**config.mk**
```make
export PLATFORM = sky130hd
export DESIGN_NAME = mdr_adder_arbiter
export DESIGN_NICKNAME = d
export VERILOG_FILES = /design/src/rtl/mdr_pkg.sv /design/src/rtl/rr_pick.sv /design/src/rtl/mdr_adder_arbiter.sv
export SDC_FILE = /design/constraint.sdc
export NUM_CORES = 1
export LEC_CHECK = 0
export CORE_MARGIN = 2
export CORE_UTILIZATION = 45
export CTS_BUF_LIST = sky130_fd_sc_hd__clkbuf_4 sky130_fd_sc_hd__clkbuf_8 sky130_fd_sc_hd__clkbuf_16
export DETAILED_ROUTE_END_ITERATION = 7
export GPL_ROUTABILITY_DRIVEN = 0
export MAX_ROUTING_LAYER = met4
export PLACE_DENSITY = 0.86
export SLEW_MARGIN = 20
export SYNTH_ARGS = -nofsm -noshare
export SYNTH_HDL_FRONTEND = slang
export SYNTH_SLANG_ARGS = --single-unit
```
**constraint.sdc**
```tcl
create_clock -name clk -period 9.6 [get_ports clk]
set_input_delay 1.92 -clock clk [delete_from_list [all_inputs] [get_ports clk]]
set_output_delay 1.92 -clock clk [all_outputs]
set_load 0.05 [all_outputs]
```
**src/rtl/mdr_pkg.sv**
```systemverilog
// -----------------------------------------------------------------------------
// mdr_pkg
// Shared definitions for the MDR (multiply / divide / square-root) unit:
// datapath width, requester count, requester indices, the adder-arbiter FSM
// state type and a small index-to-one-hot helper.
// -----------------------------------------------------------------------------
package mdr_pkg;

    localparam int DW    = 16;  // datapath width of operands and sum
    localparam int N_REQ = 3;   // number of adder requesters (fixed at 3)

    // Index of a requesting unit. Two bits cover the three units.
    typedef logic [1:0] req_id_t;

    localparam req_id_t REQ_MULT = 2'd0;
    localparam req_id_t REQ_DIV  = 2'd1;
    localparam req_id_t REQ_SQRT = 2'd2;

    typedef enum logic {
        IDLE  = 1'b0,
        OWNED = 1'b1
    } arb_state_t;

    // One-hot grant vector for a unit index.
    function automatic logic [N_REQ-1:0] id_to_onehot(input req_id_t id);
        return N_REQ'(1) << id;
    endfunction

endpackage

```
**src/rtl/rr_pick.sv**
```systemverilog
// -----------------------------------------------------------------------------
// rr_pick
// Combinational round-robin priority picker. Searches req starting at rr_ptr
// and wrapping upward, returning the first set bit.
//
// Ports:
//   req     in   N_REQ  request vector to search
//   rr_ptr  in   2      index where the search starts
//   valid   out  1      at least one request bit is set
//   idx     out  2      index of the chosen requester (0 when !valid)
// -----------------------------------------------------------------------------
module rr_pick
    import mdr_pkg::*;
(
    input  logic [N_REQ-1:0] req,
    input  req_id_t          rr_ptr,
    output logic             valid,
    output req_id_t          idx
);

    logic [2:0] cand_w;
    req_id_t    cand;

    always_comb begin
        // NOTE: every output of a combinational block gets a default before any
        // conditional assignment; otherwise a latch is inferred for paths that
        // do not assign it.
        valid  = 1'b0;
        idx    = '0;
        cand_w = '0;
        cand   = '0;
        for (int i = 0; i < N_REQ; i++) begin
            // Candidate index rr_ptr + i, wrapped modulo N_REQ.
            cand_w = 3'(rr_ptr) + 3'(i);
            if (cand_w >= 3'(N_REQ)) begin
                cand_w = cand_w - 3'(N_REQ);
            end
            cand = cand_w[1:0];
            if (!valid && req[cand]) begin
                valid = 1'b1;
                idx   = cand;
            end
        end
    end

endmodule

```
**src/rtl/mdr_adder_arbiter.sv**
```systemverilog
// -----------------------------------------------------------------------------
// mdr_adder_arbiter
// Owns the single shared DW-bit adder/subtractor of the MDR unit and
// time-multiplexes it between the multiplier (0), divider (1) and
// square-root (2) units. A requester holds req high for its whole operation;
// grants are round-robin with direct handover on release. The sum is
// broadcast; each unit samples it only while granted. A hold watchdog flags an
// owner that keeps the adder for MAX_HOLD consecutive cycles.
//
// Ports:
//   clk       in   1        system clock, rising edge
//   rst       in   1        asynchronous active-low reset
//   req       in   N_REQ    per-unit request, held for the full operation
//   a_in      in   N_REQ*DW operand A per unit, unit k at [k*DW +: DW]
//   b_in      in   N_REQ*DW operand B per unit, same packing
//   op_sel    in   N_REQ    per-unit operation: 0 = A+B, 1 = A-B
//   clr_err   in   1        synchronous clear of hold_err
//   gnt       out  N_REQ    registered one-hot grant, or all zero
//   sum       out  DW       adder result for the granted unit (0 when idle)
//   busy      out  1        any grant bit high
//   owner_id  out  2        index of granted unit, held while idle
//   hold_err  out  1        sticky watchdog flag
// -----------------------------------------------------------------------------
module mdr_adder_arbiter
    import mdr_pkg::*;
#(
    parameter int MAX_HOLD = 64
) (
    input  logic                clk,
    input  logic                rst,
    input  logic [N_REQ-1:0]    req,
    input  logic [N_REQ*DW-1:0] a_in,
    input  logic [N_REQ*DW-1:0] b_in,
    input  logic [N_REQ-1:0]    op_sel,
    input  logic                clr_err,
    output logic [N_REQ-1:0]    gnt,
    output logic [DW-1:0]       sum,
    output logic                busy,
    output req_id_t             owner_id,
    output logic                hold_err
);

    localparam int CNT_W = $clog2(MAX_HOLD + 1);

    // Registered state
    arb_state_t       state;
    req_id_t          rr_ptr;
    logic [CNT_W-1:0] hold_cnt;

    // Next-state values
    arb_state_t       state_d;
    logic [N_REQ-1:0] gnt_d;
    req_id_t          owner_d;
    req_id_t          rr_ptr_d;
    logic [CNT_W-1:0] hold_cnt_d;
    logic             hold_err_d;

    // Picker interface
    logic [N_REQ-1:0] pick_req;
    req_id_t          pick_ptr;
    logic             pick_valid;
    req_id_t          pick_idx;

    logic    owner_req;
    req_id_t rel_ptr;

    // The owner is still holding if its own req bit is high.
    assign owner_req = |(req & gnt);

    // Pointer after a release: one past the current owner, wrapped.
    assign rel_ptr = (owner_id == req_id_t'(N_REQ - 1)) ? '0 : owner_id + 2'd1;

    // When releasing, the search starts past the old owner and the owner's own
    // bit is masked so it can never win the release edge.
    always_comb begin
        pick_req = req;
        pick_ptr = rr_ptr;
        if (state == OWNED) begin
            pick_req = req & ~gnt;
            pick_ptr = rel_ptr;
        end
    end

    rr_pick u_rr_pick (
        .req    (pick_req),
        .rr_ptr (pick_ptr),
        .valid  (pick_valid),
        .idx    (pick_idx)
    );

    // -------------------------------------------------------------------------
    // State register
    // -------------------------------------------------------------------------
    always_ff @(posedge clk or negedge rst) begin
        // NOTE: sequential state uses non-blocking assignments so every
        // register samples the pre-edge values regardless of statement order.
        if (!rst) begin
            state    <= IDLE;
            gnt      <= '0;
            owner_id <= '0;
            rr_ptr   <= '0;
            hold_cnt <= '0;
            hold_err <= 1'b0;
        end else begin
            state    <= state_d;
            gnt      <= gnt_d;
            owner_id <= owner_d;
            rr_ptr   <= rr_ptr_d;
            hold_cnt <= hold_cnt_d;
            hold_err <= hold_err_d;
        end
    end

    // -------------------------------------------------------------------------
    // Next-state logic
    // -------------------------------------------------------------------------
    always_comb begin
        state_d    = state;
        gnt_d      = gnt;
        owner_d    = owner_id;
        rr_ptr_d   = rr_ptr;
        hold_cnt_d = hold_cnt;
        // Clear applies unless a set below overrides it.
        hold_err_d = hold_err & ~clr_err;

        unique case (state)
            IDLE: begin
                if (pick_valid) begin
                    state_d    = OWNED;
                    gnt_d      = id_to_onehot(pick_idx);
                    owner_d    = pick_idx;
                    hold_cnt_d = '0;
                end
            end

            OWNED: begin
                if (owner_req) begin
                    if (hold_cnt != CNT_W'(MAX_HOLD)) begin
                        hold_cnt_d = hold_cnt + 1'b1;
                    end
                    // Counter reaches (or sits at) MAX_HOLD on this edge.
                    if (hold_cnt >= CNT_W'(MAX_HOLD - 1)) begin
                        hold_err_d = 1'b1;
                    end
                end else begin
                    rr_ptr_d   = rel_ptr;
                    hold_cnt_d = '0;
                    if (pick_valid) begin
                        // Direct handover, no idle bubble.
                        gnt_d   = id_to_onehot(pick_idx);
                        owner_d = pick_idx;
                    end else begin
                        state_d = IDLE;
                        gnt_d   = '0;
                    end
                end
            end

            default: begin
                state_d = IDLE;
                gnt_d   = '0;
            end
        endcase
    end

    // -------------------------------------------------------------------------
    // Outputs: shared adder driven from the registered grant
    // -------------------------------------------------------------------------
    logic [DW-1:0] a_sel;
    logic [DW-1:0] b_sel;
    logic          sub_sel;

    // AND-OR mux on the one-hot grant: with gnt = 0 both operands are zero.
    always_comb begin
        a_sel   = '0;
        b_sel   = '0;
        sub_sel = 1'b0;
        for (int k = 0; k < N_REQ; k++) begin
            if (gnt[k]) begin
                a_sel   = a_in[k*DW +: DW];
                b_sel   = b_in[k*DW +: DW];
                sub_sel = op_sel[k];
            end
        end
    end

    // Modulo-2^DW result; carry/borrow discarded, sign is sum[DW-1].
    assign sum  = sub_sel ? (a_sel - b_sel) : (a_sel + b_sel);
    assign busy = |gnt;

endmodule

```
**Yosys cells after proc, flatten, opt, wreduce, memory -nomap -nowiden**

Index checks and enable logic that the tools add are counted.

- Output and inout port bits: 23
- Register bits: 16

- Shift-type cells: 1
- $lt $le $gt $ge: 7
- Add/sub/neg operators: 9
- Bitwise operators: 7
- Reductions and logical operators: 9
- Muxes and demuxes: 45
- Equal/unequal tests: 5

Operator list:

| kind | count |
|---|---|
| $mux W16 | 7 |
| $mux W7 | 3 |
| $mux W2 | 10 |
| $add A16 B16 Y16 | 1 |
| $sub A16 B16 Y16 | 1 |
| $mux W1 | 14 |
| $pmux W7 S2 | 1 |
| $mux W3 | 4 |
| $lt A2 B3 Y1 const B | 3 |
| $add A7 B1 Y7 const B | 1 |
| $ge A7 B6 Y1 const B | 1 |
| $ne A7 B7 Y1 const B | 1 |
| $and A3 B3 Y3 | 2 |
| $bmux W1 S2 | 3 |
| $ge A3 B2 Y1 const B | 2 |
| $pmux W3 S2 | 1 |
| $reduce_and A2 Y1 | 3 |
| $reduce_or A3 Y1 | 2 |
| $sub A2 B2 Y2 const B | 3 |
| $ne A2 B2 Y1 const B | 2 |
| $pmux W2 S2 | 1 |
| $add A2 B1 Y3 const B | 1 |
| $add A2 B2 Y3 const B | 1 |
| $ne A3 B2 Y1 const B | 1 |
| 10 further kinds | 14 |

**Logic depth before layout (Yosys ltp)**

- Word-level depth: 18
- Gate-level depth with buffers: 17

**Hierarchy**

Synthesis repeated with hierarchy kept, for this count alone.

- Cells, all modules: 367
- Area total of the unflattened synthesis: 2,791.4 um^2

By module, submodules not included:

| module | cells an instance | area each (um^2) | instances |
|---|---|---|---|
| mdr_adder_arbiter | 335 | 2,539.9 | 1 |
| rr_pick | 32 | 251.5 | 1 |

**Least setup slack after synthesis**

No wires, ideal clock.

- Kind: in2out
- Start point: input port b_in[17]
- End point: output port sum[14]
- Data arrival time: 5,867 ps
- Setup slack: 1,813 ps
- Path buffers: 1
- Cell stages on the path: 14
- Data required time: 7,680 ps
- Path through: and2_1 -> o31ai_4 -> ha_1 -> inv_1 -> nor2_1 -> a31oi_1 -> xnor2_1 -> ha_1 -> clkbuf_1 -> and4_1 -> o21a_1 -> o21ai_0 -> a31oi_1 -> o311ai_0

- Cells in the longest elaborated chain, start to end: 4
- Elaborated cells on any way between the ends: 5
- Those cells by class: add/sub: 2; mux: 3

RTL lines:

| element | RTL line | source |
|---|---|---|
| start: declaration | mdr_adder_arbiter.sv:33 | `input logic [N_REQ*DW-1:0] b_in,` |
| $mux W16 * (2 in a row) | mdr_adder_arbiter.sv:179 | `if (gnt[k]) begin` |
| $add A16 B16 Y16 / $sub A16 B16 Y16 (equally long branches) | mdr_adder_arbiter.sv:188 | `assign sum = sub_sel ? (a_sel - b_sel) : (a_sel + b_sel);` |
| $mux W16 * | mdr_adder_arbiter.sv:188 |  |
| end: declaration | mdr_adder_arbiter.sv:37 | `output logic [DW-1:0] sum,` |

Every way passes the cells marked *; elsewhere a longest branch is shown, timed or not.

**Worst setup path in the final report**

- Start point: input port b_in[0]
- End point: output port sum[15]

- Cells in the longest elaborated chain, start to end: 5
- Elaborated cells on any way between the ends: 6
- Those cells by class: add/sub: 2; mux: 4

RTL lines:

| element | RTL line |
|---|---|
| $mux W16 * (3 in a row) | mdr_adder_arbiter.sv:179 |
| $add A16 B16 Y16 / $sub A16 B16 Y16 (equally long branches) | mdr_adder_arbiter.sv:188 |
| $mux W16 * | mdr_adder_arbiter.sv:188 |

Marked as above.

==> results.json <==
{
  "diodes": 0,
  "yosys_most_used_dff": "dfrtp_1",
  "outcome": "finished, final reports clean",
  "grt_overflow": 0,
  "yosys_warnings": 0,
  "fin_setup_tns_ns": 0,
  "synth.distinct_cells": 61,
  "first_iter_violations": 218,
  "antenna_found_initial": 0,
  "ant_nets": 0,
  "yosysMostFrequentCell": "a21oi_1",
  "skew_ns": 0.00378,
  "post-dp-hpwl_um": 6940,
  "clockBufferDepth": 2,
  "tightest_slew_ns": 0.859,
  "nNetsFinal": 629,
  "hold_viol": 0,
  "relSlewSlack": 0.428,
  "drc": 0,
  "via_count": 3281,
  "start_util": 0.471,
  "cts.sinks": 16,
  "synthesis.area_mm2": 0.00282,
  "ys_seq_area_frac": 0.142,
  "max_freq_mhz": 124,
  "yosys-top-cells-area": "dfrtp_1, a21oi_1, ha_1",
  "fin_crit_ns": 8.05,
  "critPathKind": "in -> out",
  "routed_wl_um": 8710,
  "layout-drive-gt1-share": 0.0359,
  "synth_edf_count": 0,
  "die_w_um": 83.2,
  "pin_count": 128,
  "syn_nets": 516,
  "dr.pass1.iters": 4,
  "syn_inst": 390,
  "grt_pass1_wl_um": 14700,
  "synthTopCellsByCount": "a21oi_1, nand2_1, o21ai_0, nor2_1, inv_1",
  "worstPathCellList": "clkdlybuf4s50_1 > nand3b_1 > a21oi_1 > inv_1 > ha_1 > inv_1 > nor2_1 > a31oi_1 > xnor2_1 > ha_1 > a21o_1 > a221oi_1 > o211ai_1 > a21oi_1 > o21ai_0 > xor3_1 > clkdlybuf4s50_1",
  "period_share": 0.838,
  "slowest_stage": "clkdlybuf4s50_1",
  "place_area_mm2": 0.00409,
  "fill_cells": 490,
  "fin_cells": 577,
  "ff_latch_area_um2": 402,
  "clk_pin_slew_ns": 0.06,
  "synth_seq_cells": 16,
  "avgViaCountPerCell": 5.69,
  "htreeDepth": 1,
  "multi_input_area_mm2": 0.00223,
  "grt_pass1_vias": 3201,
  "grt.total_usage": 0.254,
  "critPathMaxFanout": 8,
  "numCtsBuffers": 3,
  "insertion_delay_ns": 0.25,
  "cts_resized": 0,
  "postCtsSetupBuffers": 0,
  "start_kind": "primary input",
  "drv_slew": 0,
  "io_buffers": 127,
  "hold_class": "reg -> reg",
  "postLayoutCoreUtil": 0.692,
  "setup_viol": 0,
  "placement_rows": 28,
  "area_growth_pct": 47.1,
  "cts-root-buf": "clkbuf_8",
  "endpoint_kind": "output pin",
  "crit_arrival_ns": 6.13,
  "finalInstanceArea_mm2": 0.00415,
  "dp.cells": 573,
  "core-area_mm2": 0.00599,
  "crit_path_max_incr_delay_ns": 0.81,
  "synth_top_area_frac": 0.142,
  "cts_tree": "built",
  "die_y_um": 83.2,
  "die-area_mm2": 0.00692,
  "grt_max_degree": 52,
  "max_cap_viol_count": 0,
  "synth_top_area_cell": "dfrtp_1",
  "syn_avg_cell_area_um2": 7.23,
  "ys_async_sr_fraction": 1.00,
  "rsz0062_at_grt": "false",
  "worstPathRequired_ns": 7.68,
  "cts_hold_buf": 0,
  "wl_per_cell_um": 15.1
}
[worst max-delay path, delay by kind of cell]
kind / cells / cell delay [ns]
fa+ha+maj: 2 / 0.59
xor+xnor: 2 / 0.38
buf+inv: 4 / 1.43
compound gates: 7 / 1.65
simple gates: 2 / 0.15
[logic make-up after synthesis]
group | synth area share
xor+xnor | 0.0830
simple gates | 0.247
mux | 0.0293
buf+inv | 0.0665
compound gates | 0.333
flops | 0.142
fa+ha+maj | 0.0998
[state kept, by name, summed over array words and instances (netlist names)]
register,flops
hold_err,1
owner_id,2
rr_ptr,2
gnt,3
hold_cnt,7
state,1
[final cells by class]
| class | instances | area share |
|---|---|---|
| Multi-Input combinational cell | 332 | 0.538 |
| Timing Repair Buffer | 129 | 0.310 |
| Sequential cell | 16 | 0.0968 |
| Tap cell | 75 | 0.0226 |
| Inverter | 21 | 0.0190 |
| Clock buffer | 4 | 0.0133 |
[cell usage in the layout, fill, tap and decap left out, types with 4 or more instances in the layout]
cell type / synthesis / final
clkdlybuf4s50_1: 0 / 127
a21oi_1: 50 / 50
nand2_1: 36 / 36
o21ai_0: 30 / 30
nor2_1: 29 / 29
inv_1: 21 / 21
ha_1: 20 / 20
a22oi_1: 19 / 19
dfrtp_1: 16 / 15
xnor2_1: 14 / 14
nand3b_1: 11 / 11
nor2b_1: 11 / 11
xor2_1: 10 / 10
a21o_1: 8 / 8
and3_1: 7 / 7
nand3_1: 7 / 7
mux2i_1: 6 / 6
nor3_1: 6 / 6
nand2b_1: 6 / 6
o21a_1: 5 / 5
clkbuf_8: 0 / 4
[final timing paths]
path / startpoint / end / slack [ns] / cells past startpoint
max: b_in[0] / sum[15] / 1.55 / 17
min: rr_ptr[0]$_DFFE_PN0P_ / rr_ptr[0]$_DFFE_PN0P_ / 0.51 / 1
max reg2reg: gnt[2]$_DFFE_PN0P_ / hold_cnt[1]$_DFFE_PN0P_ / 6.68 / 6
min reg2reg: rr_ptr[0]$_DFFE_PN0P_ / rr_ptr[0]$_DFFE_PN0P_ / 0.51 / 1
max in group asynchronous: rst / gnt[2]$_DFFE_PN0P_ / 7.02 / 1
min in group asynchronous: rst / hold_cnt[4]$_DFFE_PN0P_ / 2.09 / 1
[per-stage QoR]
step	hold WS [ns]	setup slack [ns]
2_1_floorplan	0.470	1.81
3_3_place_gp	0.486	1.61
3_5_place_dp	0.503	1.54
4_1_cts	0.514	1.54
5_1_grt	0.528	1.20
6_report	0.511	1.55
[routing by layer]
metal	wire [um]	global-route usage
met5	0	-
met3	577	0.0447
met1	3780	0.316
met2	4230	0.433
met4	123	0.0522
Power is left out: the tool's default activity adds up to more than one toggle a clock period on the data nets, which glitch-free logic cannot reach.
